### src/rtl/mdu_pkg.sv
// Shared definitions for the iterative multiply/divide unit: op and state encodings,
// default widths and small op-decoding helpers.
package mdu_pkg;

    localparam int unsigned XLEN_DEFAULT  = 32;
    localparam int unsigned CNT_W_DEFAULT = 6;

    typedef enum logic [1:0] {
        OP_MULT  = 2'b00,
        OP_MULTU = 2'b01,
        OP_DIV   = 2'b10,
        OP_DIVU  = 2'b11
    } op_e;

    typedef enum logic [1:0] {
        IDLE = 2'b00,
        RUN  = 2'b01,
        FIX  = 2'b10
    } state_e;

    function automatic logic op_is_signed(input op_e o);
        return (o == OP_MULT) || (o == OP_DIV);
    endfunction

    function automatic logic op_is_div(input op_e o);
        return (o == OP_DIV) || (o == OP_DIVU);
    endfunction

endpackage

### src/rtl/mdu_datapath.sv
// Magnitude accumulator for the multiply/divide unit: one shift-add or restoring
// shift-subtract step per cycle, plus the sign fixup of the final result.
module mdu_datapath
    import mdu_pkg::*;
#(
    parameter int unsigned XLEN = XLEN_DEFAULT
) (
    input  logic            clk,
    input  logic            rst_n,
    input  logic            load,
    input  logic            step,
    input  op_e             op,
    input  logic [XLEN-1:0] a,
    input  logic [XLEN-1:0] b,
    output logic [XLEN-1:0] res_hi_c,
    output logic [XLEN-1:0] res_lo_c,
    output logic            div0_c
);

    localparam int unsigned AW = 2 * XLEN + 1;

    logic [AW-1:0]   acc_q, acc_d;
    logic [XLEN-1:0] opnd_q, opnd_d;
    logic            is_div_q, is_div_d;
    logic            neg_quo_q, neg_quo_d;
    logic            neg_rem_q, neg_rem_d;
    logic            div0_q, div0_d;

    logic            signed_op;
    logic [XLEN-1:0] abs_a, abs_b;
    logic [XLEN:0]   mul_sum;
    logic [AW-1:0]   div_shift;
    logic [XLEN:0]   div_trial;

    // Operand capture and one iteration step; both ops start from acc = {0, |a|}, opnd = |b|
    always_comb begin
        acc_d     = acc_q;
        opnd_d    = opnd_q;
        is_div_d  = is_div_q;
        neg_quo_d = neg_quo_q;
        neg_rem_d = neg_rem_q;
        div0_d    = div0_q;

        signed_op = op_is_signed(op);
        abs_a     = (signed_op && a[XLEN-1]) ? -a : a;
        abs_b     = (signed_op && b[XLEN-1]) ? -b : b;

        mul_sum   = acc_q[AW-1:XLEN] + {1'b0, (acc_q[0] ? opnd_q : '0)};
        div_shift = {acc_q[AW-2:0], 1'b0};
        div_trial = div_shift[AW-1:XLEN] - {1'b0, opnd_q};

        if (load) begin
            acc_d     = {(XLEN+1)'(0), abs_a};
            opnd_d    = abs_b;
            is_div_d  = op_is_div(op);
            neg_quo_d = signed_op & (a[XLEN-1] ^ b[XLEN-1]);
            neg_rem_d = signed_op & a[XLEN-1];
            div0_d    = op_is_div(op) & (b == '0);
        end else if (step) begin
            if (is_div_q) begin
                // Negative trial result means restore, i.e. keep the shifted remainder
                acc_d = div_trial[XLEN] ? div_shift
                                        : {div_trial, div_shift[XLEN-1:0] | XLEN'(1)};
            end else begin
                acc_d = {1'b0, mul_sum, acc_q[XLEN-1:1]};
            end
        end
    end

    always_ff @(posedge clk or negedge rst_n) begin
        if (!rst_n) begin
            acc_q     <= '0;
            opnd_q    <= '0;
            is_div_q  <= 1'b0;
            neg_quo_q <= 1'b0;
            neg_rem_q <= 1'b0;
            div0_q    <= 1'b0;
        end else begin
            acc_q     <= acc_d;
            opnd_q    <= opnd_d;
            is_div_q  <= is_div_d;
            neg_quo_q <= neg_quo_d;
            neg_rem_q <= neg_rem_d;
            div0_q    <= div0_d;
        end
    end

    logic [2*XLEN-1:0] prod;
    logic [XLEN-1:0]   quo, rem;

    // Two's-complement sign fixup of the magnitude result
    always_comb begin
        prod = acc_q[2*XLEN-1:0];
        quo  = acc_q[XLEN-1:0];
        rem  = acc_q[2*XLEN-1:XLEN];
        if (is_div_q) begin
            res_lo_c = neg_quo_q ? -quo : quo;
            res_hi_c = neg_rem_q ? -rem : rem;
        end else begin
            {res_hi_c, res_lo_c} = neg_quo_q ? -prod : prod;
        end
        div0_c = div0_q;
    end

endmodule

### src/rtl/mul_div_unit.sv
// Iterative MIPS MULT/MULTU/DIV/DIVU unit with architectural HI/LO and MTHI/MTLO writes.
// Define MUL_DIV_DIV0_FLAG_EN to add a div0 flag and leave HI/LO untouched on divide by zero.
module mul_div_unit
    import mdu_pkg::*;
#(
    parameter int unsigned XLEN  = XLEN_DEFAULT,
    parameter int unsigned CNT_W = CNT_W_DEFAULT
) (
    input  logic            clk,
    input  logic            rst_n,
    input  logic            start,
    input  logic [1:0]      op,
    input  logic [XLEN-1:0] a,
    input  logic [XLEN-1:0] b,
    input  logic            hi_we,
    input  logic            lo_we,
    input  logic [XLEN-1:0] wd,
    output logic            busy,
    output logic            done,
    output logic [XLEN-1:0] hi,
    output logic [XLEN-1:0] lo
`ifdef MUL_DIV_DIV0_FLAG_EN
    ,
    output logic            div0
`endif
);

    state_e           state_q, state_d;
    logic [CNT_W-1:0] cnt_q, cnt_d;
    logic             busy_q, busy_d;
    logic             done_q, done_d;
    logic [XLEN-1:0]  hi_q, hi_d;
    logic [XLEN-1:0]  lo_q, lo_d;
`ifdef MUL_DIV_DIV0_FLAG_EN
    logic             div0_q, div0_d;
`endif

    logic             load_c, step_c;
    logic [XLEN-1:0]  dp_hi_c, dp_lo_c;
    logic             dp_div0_c;

    mdu_datapath #(
        .XLEN (XLEN)
    ) u_datapath (
        .clk      (clk),
        .rst_n    (rst_n),
        .load     (load_c),
        .step     (step_c),
        .op       (op_e'(op)),
        .a        (a),
        .b        (b),
        .res_hi_c (dp_hi_c),
        .res_lo_c (dp_lo_c),
        .div0_c   (dp_div0_c)
    );

    // Next-state, counter and HI/LO write selection
    always_comb begin
        state_d = state_q;
        cnt_d   = cnt_q;
        busy_d  = busy_q;
        done_d  = 1'b0;
        hi_d    = hi_q;
        lo_d    = lo_q;
        load_c  = 1'b0;
        step_c  = 1'b0;
`ifdef MUL_DIV_DIV0_FLAG_EN
        div0_d  = 1'b0;
`endif
        case (state_q)
            IDLE: begin
                if (hi_we) hi_d = wd;
                if (lo_we) lo_d = wd;
                if (start) begin
                    load_c  = 1'b1;
                    cnt_d   = '0;
                    busy_d  = 1'b1;
                    state_d = RUN;
                end
            end
            RUN: begin
                step_c = 1'b1;
                cnt_d  = cnt_q + CNT_W'(1);
                if (cnt_q == CNT_W'(XLEN - 1)) state_d = FIX;
            end
            FIX: begin
                state_d = IDLE;
                busy_d  = 1'b0;
                done_d  = 1'b1;
`ifdef MUL_DIV_DIV0_FLAG_EN
                div0_d  = dp_div0_c;
                if (!dp_div0_c) begin
                    hi_d = dp_hi_c;
                    lo_d = dp_lo_c;
                end
`else
                // A zero divisor yields an all-ones quotient regardless of operand signs
                hi_d = dp_hi_c;
                lo_d = dp_div0_c ? '1 : dp_lo_c;
`endif
            end
            default: begin
                state_d = IDLE;
                busy_d  = 1'b0;
            end
        endcase
    end

    always_ff @(posedge clk or negedge rst_n) begin
        if (!rst_n) begin
            state_q <= IDLE;
            cnt_q   <= '0;
            busy_q  <= 1'b0;
            done_q  <= 1'b0;
            hi_q    <= '0;
            lo_q    <= '0;
`ifdef MUL_DIV_DIV0_FLAG_EN
            div0_q  <= 1'b0;
`endif
        end else begin
            state_q <= state_d;
            cnt_q   <= cnt_d;
            busy_q  <= busy_d;
            done_q  <= done_d;
            hi_q    <= hi_d;
            lo_q    <= lo_d;
`ifdef MUL_DIV_DIV0_FLAG_EN
            div0_q  <= div0_d;
`endif
        end
    end

    assign busy = busy_q;
    assign done = done_q;
    assign hi   = hi_q;
    assign lo   = lo_q;
`ifdef MUL_DIV_DIV0_FLAG_EN
    assign div0 = div0_q;
`endif

endmodule

### config.mk
export PLATFORM = sky130hd
export DESIGN_NAME = mul_div_unit
export DESIGN_NICKNAME = d
export VERILOG_FILES = /design/src/rtl/mdu_pkg.sv /design/src/rtl/mdu_datapath.sv /design/src/rtl/mul_div_unit.sv
export SDC_FILE = /design/constraint.sdc
export NUM_CORES = 1
export LEC_CHECK = 0
export ABC_AREA = 1
export BUFFER_PORTS_ARGS = -buffer_cell sky130_fd_sc_hd__buf_2
export CORE_ASPECT_RATIO = 0.5
export CORE_MARGIN = 4
export CORE_UTILIZATION = 35
export DETAILED_ROUTE_END_ITERATION = 12
export GPL_TIMING_DRIVEN = 0
export PLACE_DENSITY = 0.52
export SLEW_MARGIN = 25
export SYNTH_ARGS = -nofsm -noshare
export SYNTH_HDL_FRONTEND = slang
export SYNTH_SLANG_ARGS = --single-unit
export TNS_END_PERCENT = 20
### constraint.sdc
create_clock -name clk -period 2.85 [get_ports clk]
set_input_delay 0.57 -clock clk [delete_from_list [all_inputs] [get_ports clk]]
set_output_delay 0.57 -clock clk [all_outputs]
set_load 0.005 [all_outputs]
==> flow_metrics.tcl <==
set metrics [dict create \
    status "complete, but fails checks" \
    violations "negative hold slack, negative setup slack" \
    path_max_fanout 6 \
    fin_crit_sh_pct 105 \
    port_buffers 168 \
    io_pins 169 \
    path_clk_slew_ns 0.08 \
    syn2layout_area_growth_pct 21.5 \
    ys_warn_count 0 \
    rows 57 \
    first_pass_iters 7 \
    antenna_found_initial 2 \
    hpwl_mm 64.3 \
    synthesis.nets 3042 \
    setup_ws_ns -0.144 \
    synth_area_leader_cell "dfrtp_1" \
    fmax_ghz 0.334 \
    worstSetupPathType "flip-flop to flip-flop" \
    fin_total_pwr_mw 28.4 \
    drt_wl_total_mm 80.8 \
    yosys_most_used_dff "dfrtp_1" \
    drive_above_1_share_pct 16.8 \
    worst_setup_path_end_kind "flip-flop" \
    ant_nets 0 \
    drv_cap 0 \
    first_global_vias 18800 \
    num-nets-final 3300 \
    n_antenna_cell 0 \
    worstSkewPairLatency_ns 0.49 \
    place_inst 3686 \
    grt_pass1_wl_mm 119 \
    start_kind "flip-flop" \
    worstRegToRegCells 17 \
    synth_edf_count 0 \
    p_leak_nw 10.5 \
    r2r_start "u_datapath.acc_q[40]" \
    final_common_cell "nand2_1" \
    r2r_slack_ns -0.14 \
    die-height_microns 165 \
    cp.required_ns 3.20 \
    hold_path_class "input port to async pin" \
    drc 0 \
    setup_viol 33 \
    hold_viol 6 \
    rsz0062_at_grt "yes" \
    holdWs_ns -0.0170 \
    max_slew_margin_pct 30.0 \
    async_reset_ff_share_pct 100 \
    synthTopCellsByArea "dfrtp_1, nand2_1, inv_1" \
    min_period_ns 2.99 \
    cts_buffer_depth 2 \
    grt_start_max_net_pins 76 \
    wl_per_cell_microns 21.3 \
    yosysUniqueCellTypes 56 \
    netlist_instances 2867 \
    dieArea_sq_um 53000 \
    synth_area_per_cell_sq_um 6.00 \
    ys_seq_area_share_pct 25.5 \
    seqCellArea_sq_um 4420 \
    syn_area_sq_um 17200 \
    initial_core_util_pct 35.4 \
    ctsHoldBuffers 0 \
    final_cell_mix "nand2_1, inv_1, nor2_1, nand3_1, buf_2" \
    synth-seq-cells 175 \
    worst_pin_slew_ns 1.04 \
    gr-total-overflow 0 \
    via_per_inst 5.41 \
    htree_levels 4 \
    cellPowerDensity_nw_per_um2 1360 \
    cts-root-buf "clkbuf_16" \
    track_usage_pct 30.0 \
    fillers 5388 \
    slew_violations 0 \
    numCtsBuffers 17 \
    worstPathArrival_ns 3.34 \
    gp_congestion 0.982 \
    cts.sinks 175 \
    num_vias 20500 \
    irDropWorstVdd_mv 0.555 \
    r2r_end "u_datapath.acc_q[38]" \
    multiInputGateArea_sq_um 11600 \
    dp_slack_ns -1.03 \
    skew_ns 0.0201 \
    drt_iter0_markers 1963 \
    tritoncts "yes" \
    core_area_sq_um 48600 \
    final_cells 3787 \
    die_w_microns 322 \
    synth.top_cell.area_share_pct 25.5 \
]
## area by class of cell
class                   instances  share of cell area, %
clock buffers                  17                   2.04
flip-flops and latches        175                   21.1
clock inverters                15                  0.916
plain buffers                  97                   2.59
multi-input cells            2195                   55.3
well taps                     649                   3.89
repair inverters                1                 0.0359
inverters                     400                   7.26
repair buffers                238                   6.84
## cells in the mapped netlist (all sizes together) (25+ instances only)
library cell  number
a21oi            222
a22oi             27
buf               46
clkbuf            51
dfrtp            175
ha                70
inv              398
nand2            782
nand3            252
nand4             26
nor2             374
nor3              25
o21ai            253
xor2              40
## metrics by stage
stage,cell area (sq um),TNS (ns),utilization [%]
CTS,20700,-2.55,42.6
global placement,18900,-367.05,38.9
finish,20900,-2.71,43.0
detailed placement,18900,-27.74,39.0
floorplan,17200,0,-
global route,20900,-6.78,43.0
## state kept, by name, summed over array words and instances (netlist names)
name / count
busy: 1
cnt_q: 6
done: 1
hi: 32
lo: 32
state_q: 2
u_datapath.acc_q: 65
u_datapath.div0_c: 1
u_datapath.is_div_q: 1
u_datapath.neg_quo_q: 1
u_datapath.neg_rem_q: 1
u_datapath.opnd_q: 32
## per-layer routing
layer  vias to the layer above  wire [microns]  track usage [%]  share of wire [%]
li1                       9803               -                -                  -
met1                      9857           37400             42.8                 46
met2                       721           35500             47.4                 44
met3                       101            6110             5.18                7.6
met4                         0            1800             7.45                2.2
met5                         -               0                0                  0
## what timing repair did
| action | in CTS | in global routing |
|---|---|---|
| pin swaps | 22 | 13 |
| setup buffers | 57 | 9 |
| setup endpoints to repair | 34 | 33 |
| resized for setup | 166 | 43 |
| gates cloned | 3 | 0 |
## worst max-delay path, cell delays in order (launching register included)
cell        delay, ns
dfrtp_2          0.50
ha_4             0.27
a21oi_2          0.17
o21ai_1          0.15
a21oi_2          0.18
nand2_2          0.10
nand2_4          0.08
nand2_2          0.05
nand2_2          0.07
a21oi_2          0.05
or2_1            0.24
ha_4             0.37
clkinvlp_4       0.16
buf_4            0.16
a21oi_2          0.10
o21ai_1          0.07
o211ai_1         0.08
o21ai_1          0.08
## how the worst max path moves through the flow
stage | depth (start not counted) | slack [ns] | to | startpoint
finish | 17 | -0.14 | u_datapath.acc_q[38] | u_datapath.acc_q[40]
global route | 21 | -0.29 | u_datapath.acc_q[34] | u_datapath.opnd_q[0]
CTS | 21 | -0.13 | u_datapath.acc_q[34] | u_datapath.opnd_q[0]
detailed placement | 21 | -1.03 | u_datapath.acc_q[44] | u_datapath.acc_q[31]
global placement | 1 | -1.98 | lo[2] | rst_n
floorplan | 21 | 0.001 | u_datapath.acc_q[32] | u_datapath.acc_q[31]
## power by group
group / switching (mW) / internal (mW)
Sequential: 1.32 / 3.73
Clock: 1.33 / 1.28
Combinational: 13.6 / 7.08
## cell families after synthesis
kind of cell	count (synthesis)	synth area share, %
AND/OR/NAND/NOR	1493	36.9
AO/OA/AOI/OAI	569	18.1
buffers and inverters	497	11.1
flip-flops	175	25.5
adder cells (fa/ha/maj)	72	5.32
XOR/XNOR	61	3.11
Note: power is estimated with default switching activity, not from simulation.
